<file path="config.mk">
export PLATFORM = sky130hd
export DESIGN_NAME = gf180mcu_fd_sc_mcu7t5v0__dffrsnq_ctlseq_flat
export DESIGN_NICKNAME = d
export VERILOG_FILES = /design/src/rtl/gf180mcu_fd_sc_mcu7t5v0__dffrsnq_ctlseq_if.sv /design/src/rtl/gf180mcu_fd_sc_mcu7t5v0__dffrsnq_ctlseq.sv /design/src/flat_wrapper.sv
export SDC_FILE = /design/constraint.sdc
export NUM_CORES = 1
export LEC_CHECK = 0
export BUFFER_PORTS_ARGS = -buffer_cell sky130_fd_sc_hd__buf_2
export CORE_MARGIN = 8
export CORE_UTILIZATION = 36
export CTS_BUF_LIST = sky130_fd_sc_hd__clkbuf_8
export DETAILED_ROUTE_END_ITERATION = 10
export GPL_TIMING_DRIVEN = 0
export PLACE_DENSITY = 0.61
export SYNTH_ARGS = -nofsm -noshare
export SYNTH_HDL_FRONTEND = slang
export SYNTH_SLANG_ARGS = --single-unit
</file>
<file path="constraint.sdc">
create_clock -name CLK -period 2 [get_ports CLK]
set_input_delay 0.2 -clock CLK [delete_from_list [all_inputs] [get_ports CLK]]
set_output_delay 0.2 -clock CLK [all_outputs]
set_load 0.02 [all_outputs]
</file>
<file path="src/rtl/gf180mcu_fd_sc_mcu7t5v0__dffrsnq_ctlseq_if.sv">
// Command handshake and flop-bank async-control pins of the dffrsnq control sequencer.
// The master issues commands; the slave (sequencer) drives the pins and status.
interface gf180mcu_fd_sc_mcu7t5v0__dffrsnq_ctlseq_if;
    logic       CMD_VALID;
    logic [1:0] CMD;
    logic       CMD_READY;
    logic       HOLD;
    logic       RN;
    logic       SETN;
    logic       BUSY;
    logic       DONE;
    logic       ERR;

    modport master (
        output CMD_VALID, CMD, HOLD,
        input  CMD_READY, RN, SETN, BUSY, DONE, ERR
    );

    modport slave (
        input  CMD_VALID, CMD, HOLD,
        output CMD_READY, RN, SETN, BUSY, DONE, ERR
    );
endinterface

</file>
<file path="src/rtl/gf180mcu_fd_sc_mcu7t5v0__dffrsnq_ctlseq.sv">
// Sequences the active-low RN/SETN pins of a dffrsnq bank from set/reset commands,
// guaranteeing a minimum low width, a recovery gap, and mutually exclusive pins.
//
//   state   | meaning
//   --------+---------------------------------------------------------------
//   IDLE    | pins released, CMD_READY high, NOP/illegal answered in place
//   PULSE   | one pin held low; counter runs down, HOLD stretches at zero
//   RECOVER | both pins high; counter runs down, DONE on exit to IDLE
module gf180mcu_fd_sc_mcu7t5v0__dffrsnq_ctlseq #(
    parameter int PW_CYCLES  = 2,
    parameter int REC_CYCLES = 2
) (
    input  logic CLK,
    input  logic RST,
    gf180mcu_fd_sc_mcu7t5v0__dffrsnq_ctlseq_if.slave bus
);
    localparam int MAXC = (PW_CYCLES > REC_CYCLES) ? PW_CYCLES : REC_CYCLES;
    localparam int CW   = $clog2(MAXC) + 1;

    localparam logic [CW-1:0] PW_LOAD  = CW'(PW_CYCLES - 1);
    localparam logic [CW-1:0] REC_LOAD = CW'(REC_CYCLES - 1);
    localparam logic [CW-1:0] ONE      = CW'(1);

    localparam logic [1:0] CMD_NOP   = 2'b00;
    localparam logic [1:0] CMD_RESET = 2'b01;
    localparam logic [1:0] CMD_SET   = 2'b10;

    typedef enum logic [1:0] {
        IDLE    = 2'd0,
        PULSE   = 2'd1,
        RECOVER = 2'd2
    } state_t;

    state_t        state, state_d;
    logic [CW-1:0] cnt, cnt_d;
    logic          rn_q, rn_d;
    logic          setn_q, setn_d;
    logic          busy_q, busy_d;
    logic          done_q, done_d;
    logic          err_q, err_d;
    logic          cmd_ready;
    logic          accept;
    logic          cnt_zero;

    assign cmd_ready = !RST && (state == IDLE);
    assign accept    = bus.CMD_VALID && cmd_ready;
    assign cnt_zero  = (cnt == '0);

    always_ff @(posedge CLK) begin
        if (RST) begin
            state  <= IDLE;
            cnt    <= '0;
            rn_q   <= 1'b1;
            setn_q <= 1'b1;
            busy_q <= 1'b0;
            done_q <= 1'b0;
            err_q  <= 1'b0;
        end else begin
            state  <= state_d;
            cnt    <= cnt_d;
            rn_q   <= rn_d;
            setn_q <= setn_d;
            busy_q <= busy_d;
            done_q <= done_d;
            err_q  <= err_d;
        end
    end

    always_comb begin
        state_d = state;
        case (state)
            IDLE: begin
                if (accept && (bus.CMD == CMD_RESET || bus.CMD == CMD_SET))
                    state_d = PULSE;
            end
            PULSE: begin
                if (cnt_zero && !bus.HOLD)
                    state_d = RECOVER;
            end
            RECOVER: begin
                if (cnt_zero)
                    state_d = IDLE;
            end
            default: state_d = IDLE;
        endcase
    end

    // Only the pin selected at accept is ever low, so releasing both at once
    // changes exactly one pin and keeps the pins from toggling together.
    always_comb begin
        cnt_d  = cnt;
        rn_d   = rn_q;
        setn_d = setn_q;
        busy_d = busy_q;
        done_d = 1'b0;
        err_d  = 1'b0;
        case (state)
            IDLE: begin
                if (accept) begin
                    case (bus.CMD)
                        CMD_RESET: begin
                            rn_d   = 1'b0;
                            cnt_d  = PW_LOAD;
                            busy_d = 1'b1;
                        end
                        CMD_SET: begin
                            setn_d = 1'b0;
                            cnt_d  = PW_LOAD;
                            busy_d = 1'b1;
                        end
                        CMD_NOP: done_d = 1'b1;
                        default: err_d  = 1'b1;
                    endcase
                end
            end
            PULSE: begin
                if (!cnt_zero) begin
                    cnt_d = cnt - ONE;
                end else if (!bus.HOLD) begin
                    rn_d   = 1'b1;
                    setn_d = 1'b1;
                    cnt_d  = REC_LOAD;
                end
            end
            RECOVER: begin
                if (!cnt_zero) begin
                    cnt_d = cnt - ONE;
                end else begin
                    busy_d = 1'b0;
                    done_d = 1'b1;
                end
            end
            default: begin
                cnt_d = '0;
            end
        endcase
    end

    assign bus.CMD_READY = cmd_ready;
    assign bus.RN        = rn_q;
    assign bus.SETN      = setn_q;
    assign bus.BUSY      = busy_q;
    assign bus.DONE      = done_q;
    assign bus.ERR       = err_q;
endmodule
</file>
<file path="src/flat_wrapper.sv">
// flat-port wrapper written by rule: the top's interface ports become plain ports
module gf180mcu_fd_sc_mcu7t5v0__dffrsnq_ctlseq_flat 
#(
    parameter int PW_CYCLES  = 2,
    parameter int REC_CYCLES = 2
)
  (CLK, RST, bus_CMD_VALID, bus_CMD, bus_HOLD, bus_CMD_READY, bus_RN, bus_SETN, bus_BUSY, bus_DONE, bus_ERR);
  gf180mcu_fd_sc_mcu7t5v0__dffrsnq_ctlseq_if bus_i ();
  input  logic CLK;
  input  logic RST;
  input wire logic [$bits(bus_i.CMD_VALID)-1:0] bus_CMD_VALID;
  input wire logic [$bits(bus_i.CMD)-1:0] bus_CMD;
  input wire logic [$bits(bus_i.HOLD)-1:0] bus_HOLD;
  output wire logic [$bits(bus_i.CMD_READY)-1:0] bus_CMD_READY;
  output wire logic [$bits(bus_i.RN)-1:0] bus_RN;
  output wire logic [$bits(bus_i.SETN)-1:0] bus_SETN;
  output wire logic [$bits(bus_i.BUSY)-1:0] bus_BUSY;
  output wire logic [$bits(bus_i.DONE)-1:0] bus_DONE;
  output wire logic [$bits(bus_i.ERR)-1:0] bus_ERR;
  assign bus_i.CMD_VALID = bus_CMD_VALID;
  assign bus_i.CMD = bus_CMD;
  assign bus_i.HOLD = bus_HOLD;
  assign bus_CMD_READY = bus_i.CMD_READY;
  assign bus_RN = bus_i.RN;
  assign bus_SETN = bus_i.SETN;
  assign bus_BUSY = bus_i.BUSY;
  assign bus_DONE = bus_i.DONE;
  assign bus_ERR = bus_i.ERR;
  gf180mcu_fd_sc_mcu7t5v0__dffrsnq_ctlseq #(.PW_CYCLES(PW_CYCLES), .REC_CYCLES(REC_CYCLES)) u_core (.CLK(CLK), .RST(RST), .bus(bus_i));
endmodule
</file>
==> results.toml, run 1 <==
[worst_hold_path]
min_path_cells = 2
hold_path.class = "primary input to flip-flop"

[die]
die_w_um = 54.6
num_rows = 14
start_util = 0.369
die_y_um = 54.6
num_io_pins = 12
core_mm2 = 0.00145
die_area_mm2 = 0.00298

[cts]
hold_buffers = 0
post_cts_resized = 0
numClockSinks = 9
path_clk_slew_ps = 50
clockBufferDepth = 2
cts_setup_buffers = 0
cts_buffers = 3
cts_tree = "built"
htree_num_levels = 1
insertion_delay_ps = 230
cts-root-buf = "clkbuf_8"

[drt]
post_drt_via_cell_ratio = 5.17
post_drt_wl_per_cell_um = 12.5
postRouteAntennaNets = 0
finalWirelength_um = 1090
first_pass_iters = 4
drc = 0
drt_iter0_drc = 4
vias = 450

[power_and_ir_drop]
power.share.sequential = 0.397
leakagePower_uw = 0.000291
swShare = 0.272
p_sw_uw = 137
p_comb_frac = 0.184
clock_power_share = 0.419
vdd_drop_max_mv = 0.426
power.internal_uw = 368
power_density_mw_per_mm2 = 773
finalPower_uw = 505

[critical_path]
ff2ff_path_depth = 5
cp-end-kind = "flip-flop"
crit_required_ps = 2120
cp.arrival_ps = 1630
criticalPathCategory = "flip-flop to flip-flop"
critPathLaunchType = "flip-flop"
worstPathMaxFanout = 7

[cells_and_area]
drive_gt1_frac = 0.282
diodes = 0
fin_area_um2 = 653
nNetsFinal = 84
syn2layout_area_growth_pct = 21.7
final_core_util = 0.449

[synthesis]
ys_types = 26
syn_avg_cell_area_um2 = 9.42
netlist_instances = 57
synth-seq-area-share = 0.336
syn_nets = 69
syn_area_um2 = 537
synth_seq_cells = 9
yosys_warnings = 0

[timing]
setup_tns_ps = 0
maxSlewViolCount = 0
fin_skew_ps = 2.70
fmax_mhz = 664
worstMarginPinSlew_ps = 413
finalHoldViolations = 0
slew_headroom = 0.724
setup-violations-final = 0
period_minus_slack_ps = 1510
fin_crit_sh = 0.753
rsz0062_at_grt = "no"
setup_slack_ps = 495

[grt]
track_usage = 0.0851
grt_pass1_vias = 428
grt_pass1_wl_um = 1770
antenna_found_initial = 0
grt_start_max_net_pins = 11
grt_remaining_overflow = 0

[placement]
pre_cts_slack_ps = 382
dpl_cell_area_um2 = 607
place_hpwl_um = 844
portBuffers = 10
gp_congestion = 0.710

[job]
drv_cap = 0

[outcome]
status = "completed"
## Yosys cell counts, drive strengths merged
| master | n | area, µm² |
|---|---|---|
| buf | 2 | 12.5 |
| inv | 5 | 18.8 |
| o311a | 1 | 21.3 |
| a21oi | 3 | 15.0 |
| or3b | 1 | 8.76 |
| and4bb | 1 | 12.5 |
| nand4b | 1 | 8.76 |
| nand2 | 6 | 22.5 |
| mux2i | 1 | 10.0 |
| ha | 6 | 75.1 |
| clkbuf | 1 | 3.75 |
| o211ai | 1 | 7.51 |
| a211oi | 1 | 7.51 |
| nor4 | 1 | 6.26 |
| mux2 | 1 | 15.0 |
| nor3 | 1 | 5.00 |
| nor2 | 4 | 15.0 |
| o21ai | 1 | 5.00 |
| nand3b | 3 | 22.5 |
| and3b | 2 | 17.5 |
| dfxtp | 9 | 180 |
| nor3b | 1 | 7.51 |
| nor4b | 1 | 15.0 |
| and2 | 1 | 6.26 |
| o2bb2ai | 2 | 17.5 |
## final cells by class
cell class / instances / area (µm²)
Fill cell: 145 / 801
Multi-Input combinational cell: 40 / 322
Sequential cell: 9 / 180
Timing Repair Buffer: 10 / 50.0
Clock buffer: 3 / 41.3
Tap cell: 16 / 20.0
Inverter: 5 / 18.8
Buffer: 3 / 16.3
Clock inverter: 1 / 5.00
## stage by stage
| step | hold WS (ps) | std cells |
|---|---|---|
| after detailed placement | 448 | 83 |
| after global placement | 448 | 83 |
| after global routing | 212 | 87 |
| after floorplan | 369 | 57 |
| final | 207 | 87 |
| after CTS | 202 | 87 |
## routing by layer
layer / routed length [µm] / global-route usage / part of all wire
met3: 79 / 0.0190 / 0.072
met4: 58 / 0.0984 / 0.053
met5: 0 / 0 / 0
met1: 455 / 0.0847 / 0.42
met2: 497 / 0.134 / 0.46
## path summary, 6_finish.rpt
path	from	endpoint	slack, ps
worst max-delay path	u_core.cnt[0]	u_core.cnt[1]	490
worst min-delay path	RST	u_core.bus.DONE	210
worst max register to register	u_core.cnt[0]	u_core.cnt[1]	490
worst min register to register	u_core.bus.SETN	u_core.bus.SETN	460
## layout by cell type (no fill, tap or decap), drive strengths merged, types with 2 or more instances in the layout
master | synthesis | routed
ha | 6 | 6
nor2 | 4 | 4
nand2 | 6 | 6
buf | 2 | 12
clkbuf | 1 | 4
dfxtp | 9 | 9
nand3b | 3 | 3
a21oi | 3 | 3
inv | 5 | 5
o2bb2ai | 2 | 2
and3b | 2 | 2
## registers in the layout, indices dropped and copies added, names as in the netlist
signal and flops:
u_core.cnt 2, u_core.state 2, u_core.bus.BUSY 1, u_core.bus.DONE 1, u_core.bus.ERR 1, u_core.bus.RN 1, u_core.bus.SETN 1
## power by group through the flow
stage	registers (µW)	logic [µW]	clock network, µW
2_1_floorplan	207	62.8	0
3_3_place_gp	203	92.3	0
3_5_place_dp	204	93.0	0
4_1_cts	200	93.6	219
5_1_grt	201	101	233
6_report	201	92.8	212
## critical path: stages (launching register included)
cell      delay (ps)
dfxtp_1          390
inv_1             60
ha_1             280
nand3b_1         150
o311a_4          210
mux2_4           290
## cell families after synthesis
group           after synthesis  share of synthesized area
buf+inv                       8                     0.0653
compound gates                9                      0.138
simple gates                 23                      0.275
flops                         9                      0.336
mux                           2                     0.0466
fa+ha+maj                     6                      0.140
Note: power is estimated with default switching activity, not from simulation.
==> run 2: changes to the inputs <==
clock period = 1.5 ns   (was 2 ns; I/O delays follow)
==> run 2 against run 1 <==
Compared with the run above: final area increased by 0.77%; utilization grew 0.34 points; total power grew 34%; clock power rose by 33%; non-clock buffer count stayed put; clock skew hardly changed; critical path depth stayed put; die area did not move; wire length up 0.27%; clock-buffer cell count did not move; register-to-register slack worse by 370 ps; worst setup slack got worse by 370 ps; highest routed layer unchanged.
==> results.toml, run 2 (synthesis gave the netlist of run 1 again) <==
[drt]
post_drt_wl_per_cell_um = 12.6
post_drt_via_cell_ratio = 5.21
finalWirelength_um = 1090
drt_iter0_drc = 4
first_pass_iters = 4
postRouteAntennaNets = 0
drc = 0
vias = 453

[cts]
hold_buffers = 0
cts_buffers = 3
insertion_delay_ps = 230
clockBufferDepth = 2
htree_num_levels = 1
path_clk_slew_ps = 50
numClockSinks = 9
cts-root-buf = "clkbuf_8"
cts_tree = "built"

[outcome]
status = "completed"

[worst_hold_path]
hold_path.class = "primary input to flip-flop"
min_path_cells = 2

[cells_and_area]
final_common_cell = "buf_2"
nNetsFinal = 84
reg_top3 = "u_core.cnt: 2 flops, u_core.state: 2 flops"
most-common-layout-cells = "11 x buf_2, 8 x dfxtp_1, 6 x nand2_1"
syn2layout_area_growth_pct = 22.6
diodes = 0
drive_gt1_frac = 0.324

[placement]
pre_cts_slack_ps = -67.8
portBuffers = 10
place_hpwl_um = 844
gp_congestion = 0.710

[die]
start_util = 0.369
num_rows = 14
die_y_um = 54.6
die_area_mm2 = 0.00298
num_io_pins = 12
core_mm2 = 0.00145
die_w_um = 54.6

[timing]
setup_slack_ps = 125
slew_headroom = 0.725
period_minus_slack_ps = 1370
setup_tns_ps = 0
maxSlewViolCount = 0
finalHoldViolations = 0
fmax_mhz = 727
worstMarginPinSlew_ps = 411
setup-violations-final = 0
fin_crit_sh = 0.916
rsz0062_at_grt = "no"
fin_skew_ps = 2.78

[critical_path]
cpPeakStageDelay_ps = 360
worstPathMaxFanout = 7
cp-end-kind = "flip-flop"
ff2ff_path_depth = 5
cp_cell_sequence = "inv_1 -> ha_2 -> nand3b_1 -> o311a_4 -> mux2_4"
criticalPathCategory = "flip-flop to flip-flop"
critPathLaunchType = "flip-flop"
crit_slowest_cell = "dfxtp_2"
crit_required_ps = 1620
cp.arrival_ps = 1500

[grt]
grt_pass1_wl_um = 1770
track_usage = 0.0851
antenna_found_initial = 0
grt_remaining_overflow = 0
grt_pass1_vias = 428
grt_start_max_net_pins = 11

[power_and_ir_drop]
power_density_mw_per_mm2 = 1030
vdd_drop_max_mv = 0.570
leakagePower_uw = 0.000294

[job]
drv_cap = 0
[run 2: cell types whose count changed in the layout (fill, tap and decap cells not counted)]
| cell | change |
|---|---|
| dfxtp_2 | +1 |
| clkbuf_2 | +1 |
| dfxtp_1 | -1 |
| ha_2 | +1 |
| clkbuf_1 | -1 |
| ha_1 | -1 |
[run 2: final cells by class]
type                            count  area [µm²]
Clock inverter                      1        5.00
Inverter                            5        18.8
Buffer                              3        17.5
Clock buffer                        3        41.3
Timing Repair Buffer               10        50.0
Tap cell                           16        20.0
Multi-Input combinational cell     40         324
Sequential cell                     9         181
Fill cell                         147         796
[run 2: timing repair]
| item | 4_1_cts | 5_1_grt |
|---|---|---|
| setup endpoints to repair | 0 | 1 |
| resized for setup | 0 | 4 |
| setup buffers | 0 | 0 |
[run 2: where the power goes]
part	switching [µW]	internal [µW]	total [µW]
Sequential	12.8	256	268
Combinational	69.5	56.0	125
Clock	101	181	283
Total	184	493	677
[run 2: layer usage]
metal  part of all wire  up-vias  GRT usage  routed length [µm]
met5                  0        -          0                   0
met4              0.053        0     0.0984                  58
met3              0.072        4     0.0190                  79
met2               0.46       11      0.134                 498
met1               0.42      212     0.0847                 458
li1                   -      226          -                   -
[run 2: critical path: cells and delay by family, from the launching register on]
family / cells / cell delay, ps
adders and majority gates: 1 / 220
muxes: 1 / 290
DFF: 1 / 360
and+or+nand+nor: 1 / 130
AOI/OAI and AO/OA: 1 / 210
buffers and inverters: 1 / 50
[run 2: worst paths after layout]
path	start	endpoint	slack, ps
max	u_core.cnt[0]	u_core.cnt[1]	130
min	RST	u_core.bus.DONE	160
max reg2reg	u_core.cnt[0]	u_core.cnt[1]	130
min reg2reg	u_core.bus.SETN	u_core.bus.SETN	460
[run 2: per-stage QoR]
stage               power, µW  hold slack (ps)  utilization  cells  instance area [µm²]
floorplan                 360              319            -     57                  537
global placement          394              401        0.417     83                  607
detailed placement        396              405        0.417     83                  607
CTS                       684              152        0.449     87                  653
global route              718              162        0.453     87                  658
finish                    677              155        0.453     87                  658
==> run 3: changes to the inputs <==
BUFFER_PORTS_ARGS = not set   (was -buffer_cell sky130_fd_sc_hd__buf_2)
DONT_BUFFER_PORTS = 1   (was not set)
PLACE_DENSITY = 0.54   (was 0.61)
==> run 3 against run 2 <==
Compared with the run above: combinational power decreased by 16%; first-iteration DRC count increased by 50%; critical path depth stayed put; register-to-register slack barely moved; maximum frequency decreased by 1.1%; clock-buffer cell count did not move; hold slack worse by 45 ps.
==> results.toml, run 3 (synthesis gave the netlist of run 1 again) <==
[timing]
setup_slack_ps = 111
fin_skew_ps = 2.39
worstMarginPinSlew_ps = 399
holdWs_ps = 110
setup_tns_ps = 0
fmax_mhz = 720
period_minus_slack_ps = 1390
finalHoldViolations = 0
rsz0062_at_grt = "no"
setup-violations-final = 0
slew_headroom = 0.733
fin_crit_sh = 0.926
maxSlewViolCount = 0

[drt]
finalWirelength_um = 1080
drt_iter0_drc = 6
postRouteAntennaNets = 0
drc = 0
vias = 398
post_drt_via_cell_ratio = 5.17
post_drt_wl_per_cell_um = 14.0
first_pass_iters = 4

[critical_path]
ff2ff_path_depth = 5
critPathLaunchType = "flip-flop"
crit_slowest_cell = "dfxtp_2"
cp-end-kind = "flip-flop"
cpPeakStageDelay_ps = 360
crit_required_ps = 1620
cp.arrival_ps = 1510
worstPathMaxFanout = 7
criticalPathCategory = "flip-flop to flip-flop"
cp_cell_sequence = "inv_1 -> ha_2 -> nand4b_1 -> o311a_4 -> mux2_4"

[die]
start_util = 0.369
die_area_mm2 = 0.00298
num_io_pins = 12
core_mm2 = 0.00145
num_rows = 14
die_w_um = 54.6
die_y_um = 54.6

[grt]
antenna_found_initial = 0
met1_usage = 0.106
use_met2 = 0.117
use_met3 = 0.0462
grt_pass1_vias = 406
track_usage = 0.0864
grt_start_max_net_pins = 11
grt_pass1_wl_um = 1830
top_usage_layer = "met2"
grt_remaining_overflow = 0

[placement]
place_hpwl_um = 827
portBuffers = 0
gp_congestion = 0.730
pre_cts_slack_ps = -9.10

[cts]
insertion_delay_ps = 230
cts_buffers = 3
htree_num_levels = 1
path_clk_slew_ps = 50
post_cts_resized = 2
cts-root-buf = "clkbuf_8"
numClockSinks = 9
clockBufferDepth = 2
hold_buffers = 0
cts_tree = "built"
cts_setup_buffers = 0

[power_and_ir_drop]
vdd_drop_max_mv = 0.446
power_density_mw_per_mm2 = 1070
leakagePower_uw = 0.000257

[cells_and_area]
diodes = 0
fillers = 149
final_common_cell = "dfxtp_1"
reg_top3 = "u_core.cnt: 2 flops, u_core.state: 2 flops"
syn2layout_area_growth_pct = 14.0
drive_gt1_frac = 0.213
most-common-layout-cells = "8 x dfxtp_1, 6 x inv_1, 6 x nand2_1"
nNetsFinal = 74

[worst_hold_path]
hold_path.class = "primary input to flip-flop"
min_path_cells = 2

[outcome]
status = "completed"

[job]
drv_cap = 0
[run 3: worst paths after layout]
path / startpoint / to / slack (ps)
min: bus_CMD_VALID / u_core.bus.DONE / 110
min reg2reg: u_core.cnt[0] / u_core.cnt[0] / 490
max reg2reg: u_core.cnt[0] / u_core.cnt[1] / 110
max: u_core.cnt[0] / u_core.cnt[1] / 110
[run 3: layer usage]
metal  up-vias  wire [µm]
met5         -          0
met4         0          8
met1       182        535
met2         8        458
met3         2         74
li1        206          -
[run 3: report_power, final]
group          leakage [µW]  switching [µW]  internal (µW)  total, µW
Sequential        0.0000738            21.1            256        277
Combinational      0.000156            57.5           47.8        105
Clock             0.0000269            94.0            178        272
Total              0.000257             173            482        654
[run 3: critical path: cells and delay by family, from the launching register on]
family	cells	cell delay [ps]
simple gates	1	130
mux	1	290
flops	1	360
buf+inv	1	50
fa+ha+maj	1	220
compound gates	1	230
[run 3: cell type report]
class | count | area (µm²) | area share
clock inverters | 1 | 3.75 | 0.00613
inverters | 5 | 18.8 | 0.0307
clock buffers | 3 | 41.3 | 0.0675
flip-flops and latches | 9 | 181 | 0.297
multi-input cells | 40 | 329 | 0.538
well taps | 16 | 20.0 | 0.0327
plain buffers | 3 | 17.5 | 0.0286
[run 3: through the flow]
step           cells  utilization  area (µm²)  total power, µW
2_1_floorplan     57            -         537              360
3_3_place_gp      73        0.383         557              381
3_5_place_dp      73        0.383         557              383
6_report          77        0.421         612              654
5_1_grt           77        0.421         612              700
4_1_cts           77        0.418         608              663
